--- config.mk ---
export PLATFORM = sky130hd
export DESIGN_NAME = imem_arbiter
export DESIGN_NICKNAME = d
export VERILOG_FILES = /design/src/rtl/imem_arbiter.sv
export SDC_FILE = /design/constraint.sdc
export NUM_CORES = 1
export LEC_CHECK = 0
export ABC_AREA = 1
export CORE_AREA = 2 2 96 98
export CTS_BUF_LIST = sky130_fd_sc_hd__clkbuf_4 sky130_fd_sc_hd__clkbuf_8 sky130_fd_sc_hd__clkbuf_16
export DETAILED_ROUTE_END_ITERATION = 10
export DIE_AREA = 0 0 98 100
export PLACE_DENSITY_LB_ADDON = 0.1
export SKIP_LAST_GASP = 1
export SYNTH_ARGS = -nofsm -noshare
export SYNTH_HDL_FRONTEND = slang
export SYNTH_SLANG_ARGS = --single-unit
export TNS_END_PERCENT = 1
--- constraint.sdc ---
create_clock -name clk -period 1.7 [get_ports clk]
set_clock_uncertainty 0.05 [all_clocks]
set_input_delay 0.425 -clock clk [delete_from_list [all_inputs] [get_ports clk]]
set_output_delay 0.425 -clock clk [all_outputs]
set_load 0.05 [all_outputs]
--- src/rtl/imem_arbiter.sv ---
`default_nettype none
// ============================================================================
// Module      : imem_arbiter
// Description : Per-cycle arbiter for the single-port instruction memory.
//               It shares the memory between fetch (read-only) and the
//               loader/debug port (read/write) and offers a lock mode that
//               keeps fetch off the memory while an image is loaded.
// Revision    : 1.0 - initial release
// ============================================================================
module imem_arbiter #(
    parameter int MEM_WORDS    = 128,
    parameter int AW           = 7,
    parameter int MAX_LD_BURST = 4
) (
    input  logic          clk,
    input  logic          rst_n,
    input  logic          if_req_i,
    input  logic [31:0]   if_addr_i,
    output logic          if_gnt_o,
    output logic          if_rvalid_o,
    output logic [31:0]   if_rdata_o,
    output logic          if_err_o,
    input  logic          ld_req_i,
    input  logic          ld_we_i,
    input  logic [31:0]   ld_addr_i,
    input  logic [31:0]   ld_wdata_i,
    input  logic          ld_lock_i,
    output logic          ld_gnt_o,
    output logic          ld_rvalid_o,
    output logic [31:0]   ld_rdata_o,
    output logic          ld_err_o,
    output logic          mem_en_o,
    output logic          mem_we_o,
    output logic [AW-1:0] mem_addr_o,
    output logic [31:0]   mem_wdata_o,
    input  logic [31:0]   mem_rdata_i,
    output logic          locked_o
);

    localparam int            C_SW         = $clog2(MAX_LD_BURST + 1);
    localparam logic [C_SW-1:0] C_STREAK_MAX = C_SW'(MAX_LD_BURST);

    typedef enum logic [0:0] {
        ST_RUN    = 1'b0,
        ST_LOCKED = 1'b1
    } state_t;

    state_t          r_state;
    state_t          w_state_nxt;
    logic [C_SW-1:0] r_streak;
    logic [C_SW-1:0] w_streak_nxt;
    logic            r_if_pend;
    logic            r_ld_pend;
    logic            r_err;
    logic            r_ld_we;
    logic            w_if_gnt;
    logic            w_ld_gnt;
    logic            w_fetch_wins;
    logic            w_if_err;
    logic            w_ld_err;
    logic            w_err_sel;
    logic            w_any_gnt;

    function automatic logic addr_bad(input logic [31:0] a);
        return (a[1:0] != 2'b00) || (a[31:2] >= 30'(MEM_WORDS));
    endfunction

    // Loader normally wins; fetch only breaks in after a full loader streak.
    always_comb begin
        w_state_nxt  = r_state;
        w_streak_nxt = r_streak;
        w_fetch_wins = 1'b0;
        w_ld_gnt     = 1'b0;
        w_if_gnt     = 1'b0;
        case (r_state)
            ST_RUN: begin
                if (ld_lock_i) begin
                    w_state_nxt = ST_LOCKED;
                end
                w_fetch_wins = if_req_i && (r_streak == C_STREAK_MAX);
                w_ld_gnt     = ld_req_i && !w_fetch_wins;
                w_if_gnt     = if_req_i && !w_ld_gnt;
                if (!if_req_i || w_if_gnt) begin
                    w_streak_nxt = '0;
                end else if (w_ld_gnt && (r_streak != C_STREAK_MAX)) begin
                    w_streak_nxt = r_streak + 1'b1;
                end
            end
            ST_LOCKED: begin
                if (!ld_lock_i) begin
                    w_state_nxt = ST_RUN;
                end
                w_ld_gnt     = ld_req_i;
                w_streak_nxt = '0;
            end
            default: begin
                w_state_nxt  = ST_RUN;
                w_streak_nxt = '0;
            end
        endcase
    end

    assign w_if_err  = addr_bad(if_addr_i);
    assign w_ld_err  = addr_bad(ld_addr_i);
    assign w_any_gnt = w_if_gnt || w_ld_gnt;
    assign w_err_sel = w_ld_gnt ? w_ld_err : w_if_err;

    assign if_gnt_o    = w_if_gnt;
    assign ld_gnt_o    = w_ld_gnt;
    assign mem_en_o    = w_any_gnt && !w_err_sel;
    assign mem_we_o    = mem_en_o && w_ld_gnt && ld_we_i;
    assign mem_addr_o  = !mem_en_o ? '0 :
                         (w_ld_gnt ? ld_addr_i[AW+1:2] : if_addr_i[AW+1:2]);
    assign mem_wdata_o = mem_we_o ? ld_wdata_i : '0;

    always_ff @(posedge clk) begin
        if (!rst_n) begin
            r_state   <= ST_RUN;
            r_streak  <= '0;
            r_if_pend <= 1'b0;
            r_ld_pend <= 1'b0;
            r_err     <= 1'b0;
            r_ld_we   <= 1'b0;
        end else begin
            r_state   <= w_state_nxt;
            r_streak  <= w_streak_nxt;
            r_if_pend <= w_if_gnt;
            r_ld_pend <= w_ld_gnt;
            r_err     <= w_any_gnt && w_err_sel;
            r_ld_we   <= w_ld_gnt && ld_we_i;
        end
    end

    // Read data is steered only to the owner; errors and writes return zero.
    assign if_rvalid_o = r_if_pend;
    assign if_err_o    = r_if_pend && r_err;
    assign if_rdata_o  = (r_if_pend && !r_err) ? mem_rdata_i : '0;
    assign ld_rvalid_o = r_ld_pend;
    assign ld_err_o    = r_ld_pend && r_err;
    assign ld_rdata_o  = (r_ld_pend && !r_err && !r_ld_we) ? mem_rdata_i : '0;
    assign locked_o    = (r_state == ST_LOCKED);

endmodule
`default_nettype wire
Word-level counts from Yosys, hierarchy flattened
Index checks and enable logic that the tools add are counted.
- memory bits (writable): 0
- flip-flop bits (word level): 8
- logic and storage cells: 51
- ROM bits: 0
- output and inout bits: 112
- input port bits: 134
- memories kept: 0
- bits in latches: 0
- bitwise logic cells: 1
- mux-type cells: 12
- $add $sub $neg: 1
- shift operators: 0
- equal/unequal tests: 3
- order comparisons: 2
- div/mod/pow operators: 0
- $mul: 0
- reduce and logical (&&, ||, !) cells: 26
- operators by type and width (cell ; number):
    $mux 32 ; 3
    $ge 30x8->1 const B ; 2
    $logic_and 1x1->1 ; 14
    $mux 7 ; 2
    $logic_not 1->1 ; 6
    $mux 3 ; 2
    $ne 3x3->1 const B ; 2
    $pmux 3 s2 ; 1
    $logic_or 1x1->1 ; 4
    $reduce_bool 2->1 ; 2
    $add 3x1->3 const B ; 1
    $eq 3x3->1 const B ; 1
    $mux 1 ; 3
    $pmux 1 s2 ; 1
    $not 1->1 ; 1

Logic depth before layout (Yosys ltp)
Gate-level depths: netlist of the first run.
- depth after elaboration: 12
- mapped depth: 11
- depth with buffers taken out: 10

Worst setup path before layout of the first run
OpenSTA, ideal clock, no wires.
- path type: register -> output
- start: register r_streak[0]
- end: output mem_addr_o[0]
- path buffers: 0
- slack: -1.386 ns
- arrival time: 2.611 ns
- stages on the path, launching flop included: 10
- data required time: 1.225 ns
- cell sequence: dfxtp_1 > inv_1 > ha_1 > nand3_2 > nand2_1 > inv_1 > nor3_1 > or2_2 > nand2_4 > nor2_2
- longest elaborated chain between the ends: 10
- elaborated cells between the ends (all ways): 14
- classes of those cells: eq/ne: 1; mux: 5; reduce/logical: 8
- RTL lines (item ; RTL line ; text):
    start: declaration ; 50 ; logic [C_SW-1:0] r_streak;
    start signal: assignment ; 126 ; r_streak <= w_streak_nxt;
    $eq 3x3->1 ; 80 ; w_fetch_wins = if_req_i && (r_streak == C_STREAK_MAX);
    $logic_and 1x1->1 ; 80 ;
    $logic_not 1->1 ; 81 ; w_ld_gnt = ld_req_i && !w_fetch_wins;
    $logic_and 1x1->1 ; 81 ;
    $logic_not 1->1 ; 82 ; w_if_gnt = if_req_i && !w_ld_gnt;
    $logic_and 1x1->1 ; 82 ;
    $mux 1 ; 75 ; case (r_state)
    net if_gnt_o ; 19 ; output logic if_gnt_o,
    $logic_or 1x1->1 ; 105 ; assign w_any_gnt = w_if_gnt || w_ld_gnt;
    $logic_and 1x1->1 ; 110 ; assign mem_en_o = w_any_gnt && !w_err_sel;
    $mux 7 ; 112 ; assign mem_addr_o = !mem_en_o ? '0 :
    end: declaration ; 34 ; output logic [AW-1:0] mem_addr_o,
The timed path passes the listed nets, and every way through them passes these cells.

Worst setup path in the final report of the first run
- start: register r_streak[1]
- end: output mem_wdata_o[8]
- longest elaborated chain between the ends: 12
- elaborated cells between the ends (all ways): 15
- classes of those cells: eq/ne: 1; mux: 4; reduce/logical: 10
- RTL lines (item ; RTL line ; text):
    $eq 3x3->1 (*) ; 80 ;
    $logic_and 1x1->1 (*) ; 80 ;
    $logic_not 1->1 (*) ; 81 ;
    $logic_and 1x1->1 (*) ; 81 ;
    branches (longest 5 deep; another with $pmux 1 s2) ; - ;
    $logic_and 1x1->1 (*) (2 in series) ; 111 ; assign mem_we_o = mem_en_o && w_ld_gnt && ld_we_i;
    $mux 32 (*) ; 114 ; assign mem_wdata_o = mem_we_o ? ld_wdata_i : '0;
    end: declaration ; 35 ; output logic [31:0] mem_wdata_o,
Mark *: on every way between the ends.

==> results of run 1 <==
[synthesized netlist by cell type, types with 2 or more instances]
cell and n:
sky130_fd_sc_hd__and2_0 2, sky130_fd_sc_hd__buf_6 3, sky130_fd_sc_hd__clkbuf_1 6, sky130_fd_sc_hd__dfxtp_1 8, sky130_fd_sc_hd__ha_1 2, sky130_fd_sc_hd__inv_1 85
sky130_fd_sc_hd__nand2_1 34, sky130_fd_sc_hd__nand2_2 3, sky130_fd_sc_hd__nand3_1 2, sky130_fd_sc_hd__nand4_1 2, sky130_fd_sc_hd__nor2_1 123, sky130_fd_sc_hd__nor2_2 17
sky130_fd_sc_hd__nor2_4 2, sky130_fd_sc_hd__nor3_1 2
[flip-flops by register name, indices dropped and copies added, names as in the netlist]
signal,flops
r_ld_we,1
if_rvalid_o,1
ld_rvalid_o,1
r_streak,3
r_err,1
locked_o,1
[what timing repair did]
action	4_1_cts	5_1_grt
hold endpoints to repair	0	0
endpoints found under the setup margin	107	108
gates resized for setup	5	96
gates cloned	0	3
pin swaps	1	50
buffers inserted	0	2
[cell families after synthesis]
| family | count (synthesis) | share of synthesized area (%) |
|---|---|---|
| AO/OA/AOI/OAI | 1 | 0.6072 |
| XOR/XNOR | 1 | 0.6072 |
| adder cells (fa/ha/maj) | 2 | 1.734 |
| buffers and inverters | 96 | 27.67 |
| flip-flops | 8 | 11.10 |
| AND/OR/NAND/NOR | 193 | 58.28 |
[stage by stage]
stage / total power, W / TNS [ns] / setup slack, ns / hold WS [ns] / instances
CTS: 0.001327 / -34.83 / -0.7360 / 0.4627 / 667
detailed placement: 0.001102 / -35.43 / -0.8022 / 0.4580 / 664
finish: 0.001319 / -24.29 / -0.5181 / 0.4532 / 671
global route: 0.001391 / -33.36 / -0.6064 / 0.4632 / 671
floorplan: 0.0005223 / -49.44 / -0.5766 / 0.3673 / 301
global placement: 0.001092 / -33.99 / -0.7716 / 0.4462 / 664
[worst min-delay path by stage]
stage	start	to	slack [ns]	cells past startpoint
floorplan	r_streak[0]	r_streak[0]	0.37	1
global placement	r_streak[0]	r_streak[0]	0.45	2
detailed placement	r_streak[0]	r_streak[0]	0.46	2
CTS	r_streak[0]	r_streak[0]	0.46	2
global route	r_streak[0]	r_streak[0]	0.46	2
finish	r_streak[0]	r_streak[0]	0.45	2
[cell type report]
type | count | area [µm²]
Timing Repair Buffer | 266 | 3925
Sequential cell | 8 | 163.9
Multi-Input combinational cell | 197 | 1194
Inverter | 86 | 322.8
Tap cell | 111 | 138.9
Fill cell | 755 | 3104
Clock buffer | 3 | 41.29
[layer usage]
| metal | vias to the layer above | global-route usage [%] | share of wire, % |
|---|---|---|---|
| li1 | 1346 | - | - |
| met1 | 1143 | 15.34 | 34 |
| met2 | 151 | 32.03 | 56 |
| met3 | 4 | 4.387 | 9.0 |
| met4 | 0 | 2.137 | 0.69 |
| met5 | - | 0 | 0 |
[power by group through the flow]
stage	combinational (W)	clock (W)	sequential, W
after floorplan	0.000306	0	0.000217
after global placement	0.000888	0	0.000204
after detailed placement	0.000897	0	0.000204
after CTS	0.000904	0.000222	0.000201
after global routing	0.000954	0.000234	0.000202
final	0.000901	0.000216	0.000202
[worst max-delay path: stages, from the launching register on]
cell and delay, ns:
sky130_fd_sc_hd__dfxtp_2 0.31, sky130_fd_sc_hd__inv_2 0.06, sky130_fd_sc_hd__ha_4 0.14, sky130_fd_sc_hd__nand3_4 0.10, sky130_fd_sc_hd__o21ai_4 0.25, sky130_fd_sc_hd__nor2_4 0.06
sky130_fd_sc_hd__nand3_4 0.16, sky130_fd_sc_hd__buf_6 0.23, sky130_fd_sc_hd__nor2_4 0.06, sky130_fd_sc_hd__buf_12 0.14
==> impl_metrics.json, run 1 <==
{
  "status": "complete, but fails checks",
  "failed_checks": "setup timing",
  "grt_max_degree": 34,
  "maxSlewViolCount": 0,
  "timing.critical_path.to_type": "output port",
  "cts_tree": "yes",
  "ff2ff_path_depth": 9,
  "totalWireLength_um": 8793,
  "clock_latency_ns": 0.22,
  "utilization_pct": 65.08,
  "combPwrFrac_pct": 68.3,
  "commonest_non_fill_non_tap_cells_in_the_layout": "sky130_fd_sc_hd__buf_12 (113), sky130_fd_sc_hd__nor2_1 (92), sky130_fd_sc_hd__clkdlybuf4s50_1 (87)",
  "inserted_clock_buffers": 3,
  "htree_num_levels": 1,
  "finalNetCount": 698,
  "power_per_cell_area_nw_per_um2": 228.0,
  "startpoint_type": "register",
  "globalRoute.totalOverflow": 0,
  "ant_nets": 0,
  "seq_area_frac_synth_pct": 11.10,
  "synth_top_flop_cell": "sky130_fd_sc_hd__dfxtp_1",
  "post-route-min-period_ns": 2.218,
  "coreArea_um2": 8890,
  "arrival_ns": 1.74,
  "r2r_setup_slack_ns": 0.29,
  "synth_largest_area_cell": "sky130_fd_sc_hd__nor2_1",
  "final_hold_viol_count": 0,
  "port-buffer-count": 245,
  "place_area_um2": 5334,
  "cellLeakagePower_nw": 2.980,
  "max-clock-path-buffers": 2,
  "detailedPlacementHpwl_um": 7583,
  "number_of_hold_repair_buffers_added_at_the_cts_stage": 0,
  "drt_pass1_iterations": 4,
  "via_per_inst": 3.940,
  "path_clk_slew_ns": 0.04,
  "power.sequential.fraction_pct": 15.3,
  "drive_gt1_share_pct": 36.79,
  "rows": 35,
  "global_route.usage.total_pct": 15.43,
  "grt_first_pass_wirelength_um": 12260,
  "die_area_um2": 9800,
  "design.portCount": 246,
  "path_max_fanout": 8,
  "vias": 2644,
  "syn_to_final_growth_pct": 301.0,
  "worst_setup_path_endpoint": "mem_wdata_o[8]",
  "synth_area_per_cell_um2": 4.793,
  "worstReg2RegEnd": "r_err",
  "timing.max_cap.violations": 0,
  "synthDominantCellAreaShare_pct": 32.00,
  "die_x_um": 98,
  "cp-startpoint": "r_streak[1]",
  "post_synth_inst_count": 301,
  "postLayoutCellArea_um2": 5786,
  "worst_hold_path_type": "register to register",
  "post_synth_edffs": 0,
  "cts_sinks": 8,
  "post_synth_num_cell_types": 24,
  "share_of_power_burned_in_the_clock_network_pct": 16.4,
  "layout_setup_ws_ns": -0.5181,
  "timing_worst_slew_pin_value_ns": 0.3320,
  "synthesis.area_um2": 1443,
  "place_congestion": 0.7856,
  "slew_hr_pct": 77.67,
  "dr.first_iter.drc_count": 53,
  "swShare_pct": 35.95,
  "grt_setup_unrepaired": "yes",
  "antenna-diode-count": 0,
  "r2r-start": "r_streak[1]",
  "antenna_violations_before_repair": 0,
  "route.detailed.wl_per_inst_um": 13.10,
  "required_arrival_time_at_the_worst_endpoint_ns": 1.22,
  "die_h_um": 100,
  "async_flop_share_pct": 0,
  "power.ir.vdd_worst_mv": 0.1359,
  "initial_core_util_pct": 16.23,
  "fin_crit_sh_pct": 130.5,
  "clk_root_buffer_cell": "sky130_fd_sc_hd__clkbuf_8",
  "grt_pass1_vias": 2510,
  "crit_type": "register to output port",
  "synth_nets": 437,
  "yosysWarnings": 0,
  "synth-seq-cells": 8,
  "layout_commonest_cell": "sky130_fd_sc_hd__buf_12",
  "achievable_frequency_mhz": 450.8,
  "ys_top_cells_by_area": "sky130_fd_sc_hd__nor2_1 (32%), sky130_fd_sc_hd__inv_1 (22%), sky130_fd_sc_hd__dfxtp_1 (11%)",
  "cellInternalPower_w": 0.0008449,
  "number_of_remaining_drc_errors": 0,
  "power.net_switching_w": 0.0004743,
  "setup-violations-final": 107
}
No activity file was read; power rests on OpenSTA's default activity.
==> inputs of run 2 (changes only) <==
--- a/constraint.sdc
+++ b/constraint.sdc
@@ -3,3 +3,3 @@
 set_input_delay 0.425 -clock clk [delete_from_list [all_inputs] [get_ports clk]]
 set_output_delay 0.425 -clock clk [all_outputs]
-set_load 0.05 [all_outputs]
+set_load 0.02 [all_outputs]
==> run 2 against run 1 <==
  * The flow still finishes with violations (setup timing)
  * Final cell count up 0.45%
  * Final area fell by 27%
  * Clock-buffer cell count unchanged
  * Critical endpoint is now mem_addr_o[5]
  * Largest cell class unchanged
  * Highest routed layer unchanged
==> impl_metrics.json, run 2 (synthesis results as in run 1) <==
{
  "via_per_inst": 3.717,
  "die_area_um2": 9800,
  "hold_path_startpoint": "r_streak[0]",
  "r2r-start": "r_streak[1]",
  "power.ir.vdd_worst_mv": 0.1732,
  "grt_first_pass_wirelength_um": 11580,
  "dr.first_iter.drc_count": 36,
  "port-buffer-count": 245,
  "drt_pass1_iterations": 4,
  "antenna_violations_before_repair": 0,
  "vias": 2505,
  "design.portCount": 246,
  "power_per_cell_area_nw_per_um2": 256.7,
  "route.detailed.wl_per_inst_um": 10.68,
  "final_cell_count_no_fill": 674,
  "rows": 35,
  "worst_path_largest_cell_delay_ns": 0.40,
  "die_h_um": 100,
  "met3_length_um": 916,
  "maxSlewViolCount": 0,
  "inserted_clock_buffers": 3,
  "ant_nets": 0,
  "largest_register_ff_count": 3,
  "required_arrival_time_at_the_worst_endpoint_ns": 1.22,
  "timing_worst_slew_pin_value_ns": 0.3225,
  "layout_setup_ws_ns": -0.6657,
  "tns_ns": -54.02,
  "arrival_ns": 1.89,
  "coreArea_um2": 8890,
  "multi_input_area_um2": 1056,
  "startpoint_type": "input port",
  "antenna-diode-count": 0,
  "place_congestion": 0.7146,
  "status": "complete, but fails checks",
  "initial_core_util_pct": 16.23,
  "fin_crit_sh_pct": 139.2,
  "commonest_non_fill_non_tap_cells_in_the_layout": "sky130_fd_sc_hd__clkdlybuf4s50_1 (202), sky130_fd_sc_hd__nor2_1 (102), sky130_fd_sc_hd__inv_1 (85)",
  "achievable_frequency_mhz": 422.7,
  "met1_length_um": 2525,
  "number_of_hold_repair_buffers_added_at_the_cts_stage": 0,
  "utilization_pct": 47.40,
  "maxUsedRoutingLayer": "met4",
  "totalWireLength_um": 7201,
  "die_x_um": 98,
  "htree_num_levels": 1,
  "drive_gt1_share_pct": 20.96,
  "final_hold_viol_count": 0,
  "layout_commonest_cell": "sky130_fd_sc_hd__clkdlybuf4s50_1",
  "number_of_remaining_drc_errors": 0,
  "cellLeakagePower_nw": 2.105,
  "timing.critical_path.to_type": "output port",
  "setup-violations-final": 112,
  "max-clock-path-buffers": 2,
  "grt_max_degree": 33,
  "seqCellArea_um2": 160.2,
  "slew_hr_pct": 78.30,
  "critPathSlowestCell": "sky130_fd_sc_hd__clkdlybuf4s50_1",
  "cts_sinks": 8,
  "post-route-min-period_ns": 2.366,
  "place_worst_setup_slack_ns": -1.195,
  "cp-startpoint": "ld_addr_i[31]",
  "max_flop_register": "r_streak",
  "grt_setup_unrepaired": "yes",
  "grt_pass1_vias": 2500,
  "placedCellCount": 670,
  "timing.max_cap.violations": 0,
  "met2_wirelength_um": 3651,
  "finalNetCount": 701,
  "detailedPlacementHpwl_um": 6516,
  "global_route.usage.total_pct": 14.09,
  "clk_root_buffer_cell": "sky130_fd_sc_hd__clkbuf_8",
  "path_clk_slew_ns": 0.04,
  "path_max_fanout": 8,
  "nFillCells": 955,
  "globalRoute.totalOverflow": 0,
  "cts_tree": "yes",
  "syn_to_final_growth_pct": 192.1,
  "timing.critical_path.cells": "clkdlybuf4s50_1 -> nor2_1 -> nand2_1 -> nor2_1 -> nand2_1 -> nor2_4 -> nand2_2 -> nand2_4 -> nand2_8 -> nor2_4 -> buf_2",
  "worst_hold_path_type": "register to register",
  "clock_latency_ns": 0.22,
  "crit_type": "input port to output port",
  "failed_checks": "setup timing"
}
[run 2: cell count changes in the layout (fill, tap and decap cells not counted), moves of 10 or more]
cell and change:
sky130_fd_sc_hd__clkdlybuf4s50_1 +115, sky130_fd_sc_hd__nor2_1 +10, sky130_fd_sc_hd__dlymetal6s2s_1 -46, sky130_fd_sc_hd__nor2_4 -16, sky130_fd_sc_hd__buf_2 +33, sky130_fd_sc_hd__buf_4 +12, sky130_fd_sc_hd__buf_12 -109
[run 2: repair_timing]
item | CTS | global route
setup buffers | 1 | 0
pin swaps | 3 | 4
resized for setup | 161 | 18
setup endpoints to repair | 113 | 113
[run 2: path summary, 6_finish.rpt]
kind                            slack (ns)  depth (start not counted)       endpoint
worst min-delay path                  0.46                          2    r_streak[0]
worst max-delay path                 -0.67                         11  mem_addr_o[5]
worst max register to register        0.22                          9          r_err
worst min register to register        0.46                          2    r_streak[0]
[run 2: critical path, delay by kind of cell]
kind	cells	cell delay (ns)
buffers and inverters	2	0.56
and+or+nand+nor	9	0.90
[run 2: metal layers]
layer | vias to the layer above | GRT usage [%]
met5 | - | 0
met4 | 0 | 3.312
met3 | 6 | 4.387
met2 | 152 | 26.92
met1 | 1000 | 15.12
li1 | 1347 | -
[run 2: layout make-up]
cell class	count	area share, %
timing repair buffer	269	59.20
multi-input combinational	197	25.06
inverter	86	7.660
sequential	8	3.800
tap	111	3.296
clock buffer	3	0.9798
[run 2: through the flow]
| step | cell area [µm²] | hold WS (ns) | power [W] |
|---|---|---|---|
| 2_1_floorplan | 1598 | 0.3673 | 0.0004180 |
| 3_3_place_gp | 4335 | 0.4487 | 0.0008644 |
| 3_5_place_dp | 4335 | 0.4547 | 0.0008705 |
| 4_1_cts | 4237 | 0.4635 | 0.001097 |
| 5_1_grt | 4214 | 0.4840 | 0.001155 |
| 6_report | 4214 | 0.4591 | 0.001082 |
[run 2: power breakdown]
part / internal [W] / total (W) / switching, W
clock: 0.000153 / 0.000218 / 0.0000656
combinational: 0.000417 / 0.000663 / 0.000247
sequential: 0.000196 / 0.000200 / 0.00000422
==> inputs of run 3 (changes only) <==
--- a/config.mk
+++ b/config.mk
@@ -11,4 +11,5 @@
 export DETAILED_ROUTE_END_ITERATION = 10
 export DIE_AREA = 0 0 98 100
+export GPL_TIMING_DRIVEN = 1
 export PLACE_DENSITY_LB_ADDON = 0.1
 export SKIP_LAST_GASP = 1
==> constraint.sdc (replaced) <==
create_clock -name clk -period 1.7 [get_ports clk]
set_clock_uncertainty 0.05 [all_clocks]
set_input_delay 0.255 -clock clk [delete_from_list [all_inputs] [get_ports clk]]
set_output_delay 0.255 -clock clk [all_outputs]
set_load 0.02 [all_outputs]
==> run 3 against run 2 <==
  * Critical endpoint is now mem_addr_o[4]
  * The flow still finishes with violations (setup timing)
  * Largest cell class unchanged
  * Core utilization fell by 0.21 points
  * Critical path depth fell by 1
  * Maximum frequency grew 18%
  * Die area stayed put
  * Clock power up 3%
  * Wire length rose by 6.0%
  * Clock-buffer cell count is the same
==> impl_metrics.json, run 3 (synthesis results as in run 1) <==
{
  "largest_register_ff_count": 3,
  "slew_hr_pct": 77.57,
  "drive_gt1_share_pct": 21.43,
  "status": "complete, but fails checks",
  "grt_pass1_vias": 2235,
  "timing.max_cap.violations": 0,
  "place_congestion": 0.7718,
  "power.ir.vdd_worst_mv": 0.1821,
  "inserted_clock_buffers": 3,
  "initial_core_util_pct": 16.23,
  "use_met1_pct": 16.24,
  "power.sequential.fraction_pct": 18.6,
  "finalNetCount": 698,
  "failed_checks": "setup timing",
  "rows": 35,
  "antenna_violations_before_repair": 0,
  "via_per_inst": 3.762,
  "worst_hold_path_type": "register to register",
  "fin_crit_sh_pct": 118.2,
  "timing_worst_slew_pin_value_ns": 0.3333,
  "placedCellCount": 668,
  "arrival_ns": 1.70,
  "crit_top_cell": "sky130_fd_sc_hd__inv_1",
  "die_h_um": 100,
  "achievable_frequency_mhz": 497.6,
  "syn_to_final_growth_pct": 190.8,
  "coreArea_um2": 8890,
  "post-route-min-period_ns": 2.010,
  "number_of_remaining_drc_errors": 0,
  "power_per_cell_area_nw_per_um2": 259.1,
  "vias": 2524,
  "maxSlewViolCount": 0,
  "htree_num_levels": 1,
  "crit_type": "register to output port",
  "die_area_um2": 9800,
  "route.detailed.wl_per_inst_um": 11.38,
  "detailedPlacementHpwl_um": 6769,
  "clock_latency_ns": 0.23,
  "startpoint_type": "register",
  "ant_nets": 0,
  "globalRoute.totalOverflow": 0,
  "path_clk_slew_ns": 0.04,
  "layout_commonest_cell": "sky130_fd_sc_hd__clkdlybuf4s50_1",
  "final_cell_count_no_fill": 671,
  "totalWireLength_um": 7636,
  "final_hold_viol_count": 0,
  "antenna-diode-count": 0,
  "required_arrival_time_at_the_worst_endpoint_ns": 1.39,
  "cellInternalPower_w": 0.0007628,
  "max-clock-path-buffers": 2,
  "worst_path_largest_cell_delay_ns": 0.31,
  "layout_setup_ws_ns": -0.3095,
  "global_route.usage.total_pct": 13.96,
  "finalPower_w": 0.001087,
  "timing.critical_path.to_type": "output port",
  "clk_root_buffer_cell": "sky130_fd_sc_hd__clkbuf_8",
  "path_max_fanout": 8,
  "commonest_non_fill_non_tap_cells_in_the_layout": "sky130_fd_sc_hd__clkdlybuf4s50_1 (201), sky130_fd_sc_hd__nor2_1 (101), sky130_fd_sc_hd__inv_1 (84)",
  "swShare_pct": 29.83,
  "timing.critical_path.cells": "inv_1 -> ha_4 -> nand3_4 -> nand2_1 -> inv_1 -> nor3_4 -> or2_4 -> nand2_8 -> nor2_4 -> buf_6",
  "die_x_um": 98,
  "cts_sinks": 8,
  "share_of_power_burned_in_the_clock_network_pct": 20.7,
  "grt_setup_unrepaired": "yes",
  "port-buffer-count": 245,
  "grt.met3_usage_pct": 2.437,
  "critPathSlowestCell": "sky130_fd_sc_hd__dfxtp_2",
  "max_flop_register": "r_streak",
  "setup-violations-final": 107,
  "dr.first_iter.drc_count": 24,
  "grt-busiest-layer": "met2",
  "cts_tree": "yes",
  "combPwrFrac_pct": 60.7,
  "grt_max_degree": 33,
  "worstPathBufferInverterCount": 3,
  "power.net_switching_w": 0.0003243,
  "grt_first_pass_wirelength_um": 11210,
  "design.portCount": 246,
  "cellLeakagePower_nw": 2.095,
  "critical-path-top-delay-family": "simple AND/OR/NAND/NOR gates",
  "grt_util_met2_pct": 26.34,
  "drt_pass1_iterations": 4
}
==> run 3: changes by cell type in the layout (fill, tap and decap cells not counted), sizes merged <==
cell | previous run | this run
clkbuf | 5 | 4
dlygate4sd2 | 2 | 3
clkdlybuf4s50 | 202 | 201
buf | 63 | 61
==> run 3: area by class of cell <==
type | count | area [µm²]
fill | 903 | 4695
multi-input combinational | 197 | 1039
timing repair buffer | 266 | 2491
clock buffer | 3 | 41.29
sequential | 8 | 162.7
tap | 111 | 138.9
inverter | 86 | 322.8
==> run 3: timing repair <==
item,in CTS,in global routing
gates resized for setup,189,9
endpoints found under the setup margin,109,110
pin swaps,8,5
cloned,0,0
hold buffers,0,0
buffers inserted,1,0
==> run 3: power by group through the flow <==
stage	Clock [W]	Sequential (W)	Combinational (W)
4_1_cts	0.000233	0.000202	0.000666
6_report	0.000225	0.000202	0.000660
5_1_grt	0.000241	0.000203	0.000711
3_3_place_gp	0	0.000204	0.000659
3_5_place_dp	0	0.000204	0.000663
2_1_floorplan	0	0.000209	0.000205
==> run 3: routing by layer <==
metal / vias up / wire (µm)
met5: - / 0
met4: 0 / 116
met3: 8 / 623
met2: 131 / 3973
met1: 1043 / 2923
li1: 1342 / -
==> run 3: through the flow <==
step | setup WS [ns] | cell area [µm²] | hold slack, ns | TNS, ns | utilization, %
final | -0.3095 | 4195 | 0.4370 | -24.06 | 47.19
after global routing | -0.4310 | 4195 | 0.4674 | -35.36 | 47.19
after global placement | -0.8103 | 4258 | 0.4478 | -36.88 | 47.90
after CTS | -0.3433 | 4177 | 0.4432 | -26.98 | 46.98
after detailed placement | -0.8764 | 4258 | 0.4620 | -38.62 | 47.90
after floorplan | -0.02908 | 1548 | 0.2985 | -0.8336 | -
==> run 3: path summary, 6_finish.rpt <==
check	start	end	slack, ns	cells after the start
worst max-delay path	r_streak[0]	mem_addr_o[4]	-0.31	10
worst min register to register	r_streak[0]	r_streak[0]	0.44	2
worst max register to register	r_streak[0]	r_err	0.16	10
worst min-delay path	r_streak[0]	r_streak[0]	0.44	2
==> run 3: worst register-to-register path: stages, from the launching register on <==
cell and delay (ns):
sky130_fd_sc_hd__dfxtp_2 0.31, sky130_fd_sc_hd__inv_1 0.08, sky130_fd_sc_hd__ha_4 0.14, sky130_fd_sc_hd__nand3_4 0.10, sky130_fd_sc_hd__o21ai_4 0.22, sky130_fd_sc_hd__nor2_4 0.08
sky130_fd_sc_hd__nand2_2 0.08, sky130_fd_sc_hd__nand2_4 0.07, sky130_fd_sc_hd__buf_4 0.13, sky130_fd_sc_hd__buf_4 0.12, sky130_fd_sc_hd__nor2_1 0.09
==> RTL change: new RTL, settings of run 2 <==
Change the parameter `AW` from 7 to 8.
--- a/src/rtl/imem_arbiter.sv
+++ b/src/rtl/imem_arbiter.sv
@@ -11,3 +11,3 @@
     parameter int MEM_WORDS    = 128,
-    parameter int AW           = 7,
+    parameter int AW           = 8,
     parameter int MAX_LD_BURST = 4
Ports: changed (resized mem_addr_o); port bits go from 246 to 247. The function was not compared with the original's and may differ.
==> RTL change against run 2 <==
- the run still ends with setup timing left
- design area up 9.2%
- non-clock buffer count up 1
- synthesized area up 0.78%
- sequential cell count unchanged
- hold slack worse by 0.0087 ns
- register-to-register slack worse by 0.10 ns
- routed wire length up 6.0%
- power about the same
- worst setup slack better by 0.16 ns
==> RTL change: results (changes against run 2) <==
* Outcome: finished, violations left
* Failing checks: setup timing
* Via Count at 2,586 (+3.2%)
* Number of synthesis warnings at 0 (unchanged)
* WL/cell at 11.3 µm (+5.7%)
* Largest net degree at the start of global routing at 33 (unchanged)
* Clk slew on worst S/H paths at 0.04 ns (about the same)
* Initial antenna violation count at 0 (unchanged)
* Setup TNS at -46.22 ns (+7.79 ns)
* Area contributors post-synth: nor2_1 (32%), inv_1 (22%), dfxtp_1 (11%)
* Final Hold Fails at 0 (unchanged)
* Top cells by count, synth: nor2_1 (123), inv_1 (85), nand2_1 (34)
* Seq/Total Area, Yosys at 11.0% (-0.086 points)
* Fraction of layout cells with a size suffix above 1 at 23.4% (+2.4 points)
* Total CTS buffers at 3 (unchanged)
* Bufs on Longest Clock Path at 2 (unchanged)
* Top reg by flops: r_streak
* HPWL Detailed at 6430 µm (-1.3%)
* Peak VDD IR at 0.147 mV (-15%)
* Fin nets at 703 (+0.29%)
* Min-delay worst type: flip-flop to flip-flop
* Number of flip-flops under the largest register name at 3 (unchanged)
* Count of final setup violators at 112 (unchanged)
* Routed vias/inst at 3.83 (+2.9%)
* Mapped Nets at 439 (+0.46%)
* Drt pass-1 iters at 4 (unchanged)
* Post-Syn Area per Cell at 4.80 µm² (+0.12%)
* Total GRT Usage at 14.5% (+0.42 points)
* 1st-iter DRT viols at 27 (-25%)
* Async set-or-reset flop fraction in the synthesized netlist at 0% (unchanged)
* H-tree levels at 1 (unchanged)
* Crit path DAT at 1.73 ns (-0.16 ns)
* Diodes inserted at 0 (unchanged)
* Leak at 2.26 nW (+7.5%)
* Clk_lat worst skew at 0.23 ns
* Number of global-route vias before repair at 2,535 (+1.4%)
* RD Place Congestion at 0.758 (+6.1%)
* CTS root buffer: clkbuf_8
* Synth Flop Type: dfxtp_1
* Yosys cell types at 26 (+8.3%)
* Fillers at 910 (-4.7%)
* Worst-path fanout max at 8 (unchanged)
* Final worst setup slack at -0.507 ns (+0.158 ns)
* IO buf count at 245 (unchanged)
* Placed insts at 664 (-0.90%)
* First-pass GRT wire length at 11,800 µm (+2.1%)
* Setup slack at placement at -1.19 ns (+0.00982 ns)
[RTL change: cell types whose count changed in the layout (fill, tap and decap cells not counted), moves of 3 or more]
cell             before  now
buf_2                33    2
buf_6                 0   32
clkbuf_2              0    3
clkdlybuf4s15_1       0    9
clkdlybuf4s50_1     202  169
dlygate4sd2_1         2   16
dlymetal6s2s_1        0    7
nor2_1              102   98
nor2_2               21    4
nor2_4               19   40
[RTL change: repair_timing]
item	4_1_cts	5_1_grt
setup endpoints to repair	112	112
cloned	3	2
buffers inserted	5	3
gates resized for setup	246	91
pin swaps	27	36
[RTL change: cell families (layout without fill, tap and decap cells)]
kind of cell	Yosys count	count (layout)	share of synthesized area [%]
adder cells (fa/ha/maj)	2	2	1.72
buffers and inverters	97	359	28.0
other	1	1	0.258
AND/OR/NAND/NOR	193	193	57.8
XOR/XNOR	1	1	0.603
flip-flops	8	8	11.0
AO/OA/AOI/OAI	1	1	0.603
[RTL change: worst max-delay path: stages]
cell and delay [ns]:
clkdlybuf4s50_1 0.40, nor2_1 0.09, and2_1 0.13, nand2_1 0.08
nor2_4 0.11, nand2_2 0.06, nand2_4 0.09, nand2_8 0.11
nor2_4 0.12, buf_6 0.12
[RTL change: path summary, 6_finish.rpt]
kind / start / end / slack, ns / cells past startpoint
max: if_addr_i[18] / mem_addr_o[1] / -0.51 / 10
min: r_streak[0] / r_streak[0] / 0.45 / 2
max reg2reg: r_streak[1] / r_err / 0.12 / 11
min reg2reg: r_streak[0] / r_streak[0] / 0.45 / 2
[RTL change: metrics by stage]
stage / cell area [µm²] / util [%]
final: 4600 / 51.8
after detailed placement: 4290 / 48.2
after CTS: 4390 / 49.4
after floorplan: 1610 / -
after global routing: 4600 / 51.8
after global placement: 4290 / 48.2
[RTL change: final cells by class]
cell class              count  area (µm²)  share of cell area (%)
well taps                 111         139                    3.02
multi-input cells         198        1200                    26.0
repair buffers            270        2740                    59.5
flip-flops and latches      8         163                    3.54
inverters                  86         323                    7.02
clock buffers               3        41.3                   0.897
[RTL change: per-layer routing]
metal / track usage [%] / share of wire, %
met5: 0 / 0
met4: 3.74 / 1.7
met3: 4.32 / 12
met2: 28.0 / 52
met1: 15.4 / 34
[RTL change: power by group]
| part | total, mW | leakage (nW) | switching (mW) | internal [mW] |
|---|---|---|---|---|
| registers | 0.201 | 0.0667 | 0.00486 | 0.196 |
| clock network | 0.224 | 0.0216 | 0.0707 | 0.153 |
| logic | 0.657 | 2.17 | 0.264 | 0.392 |
| total | 1.08 | 2.26 | 0.340 | 0.742 |
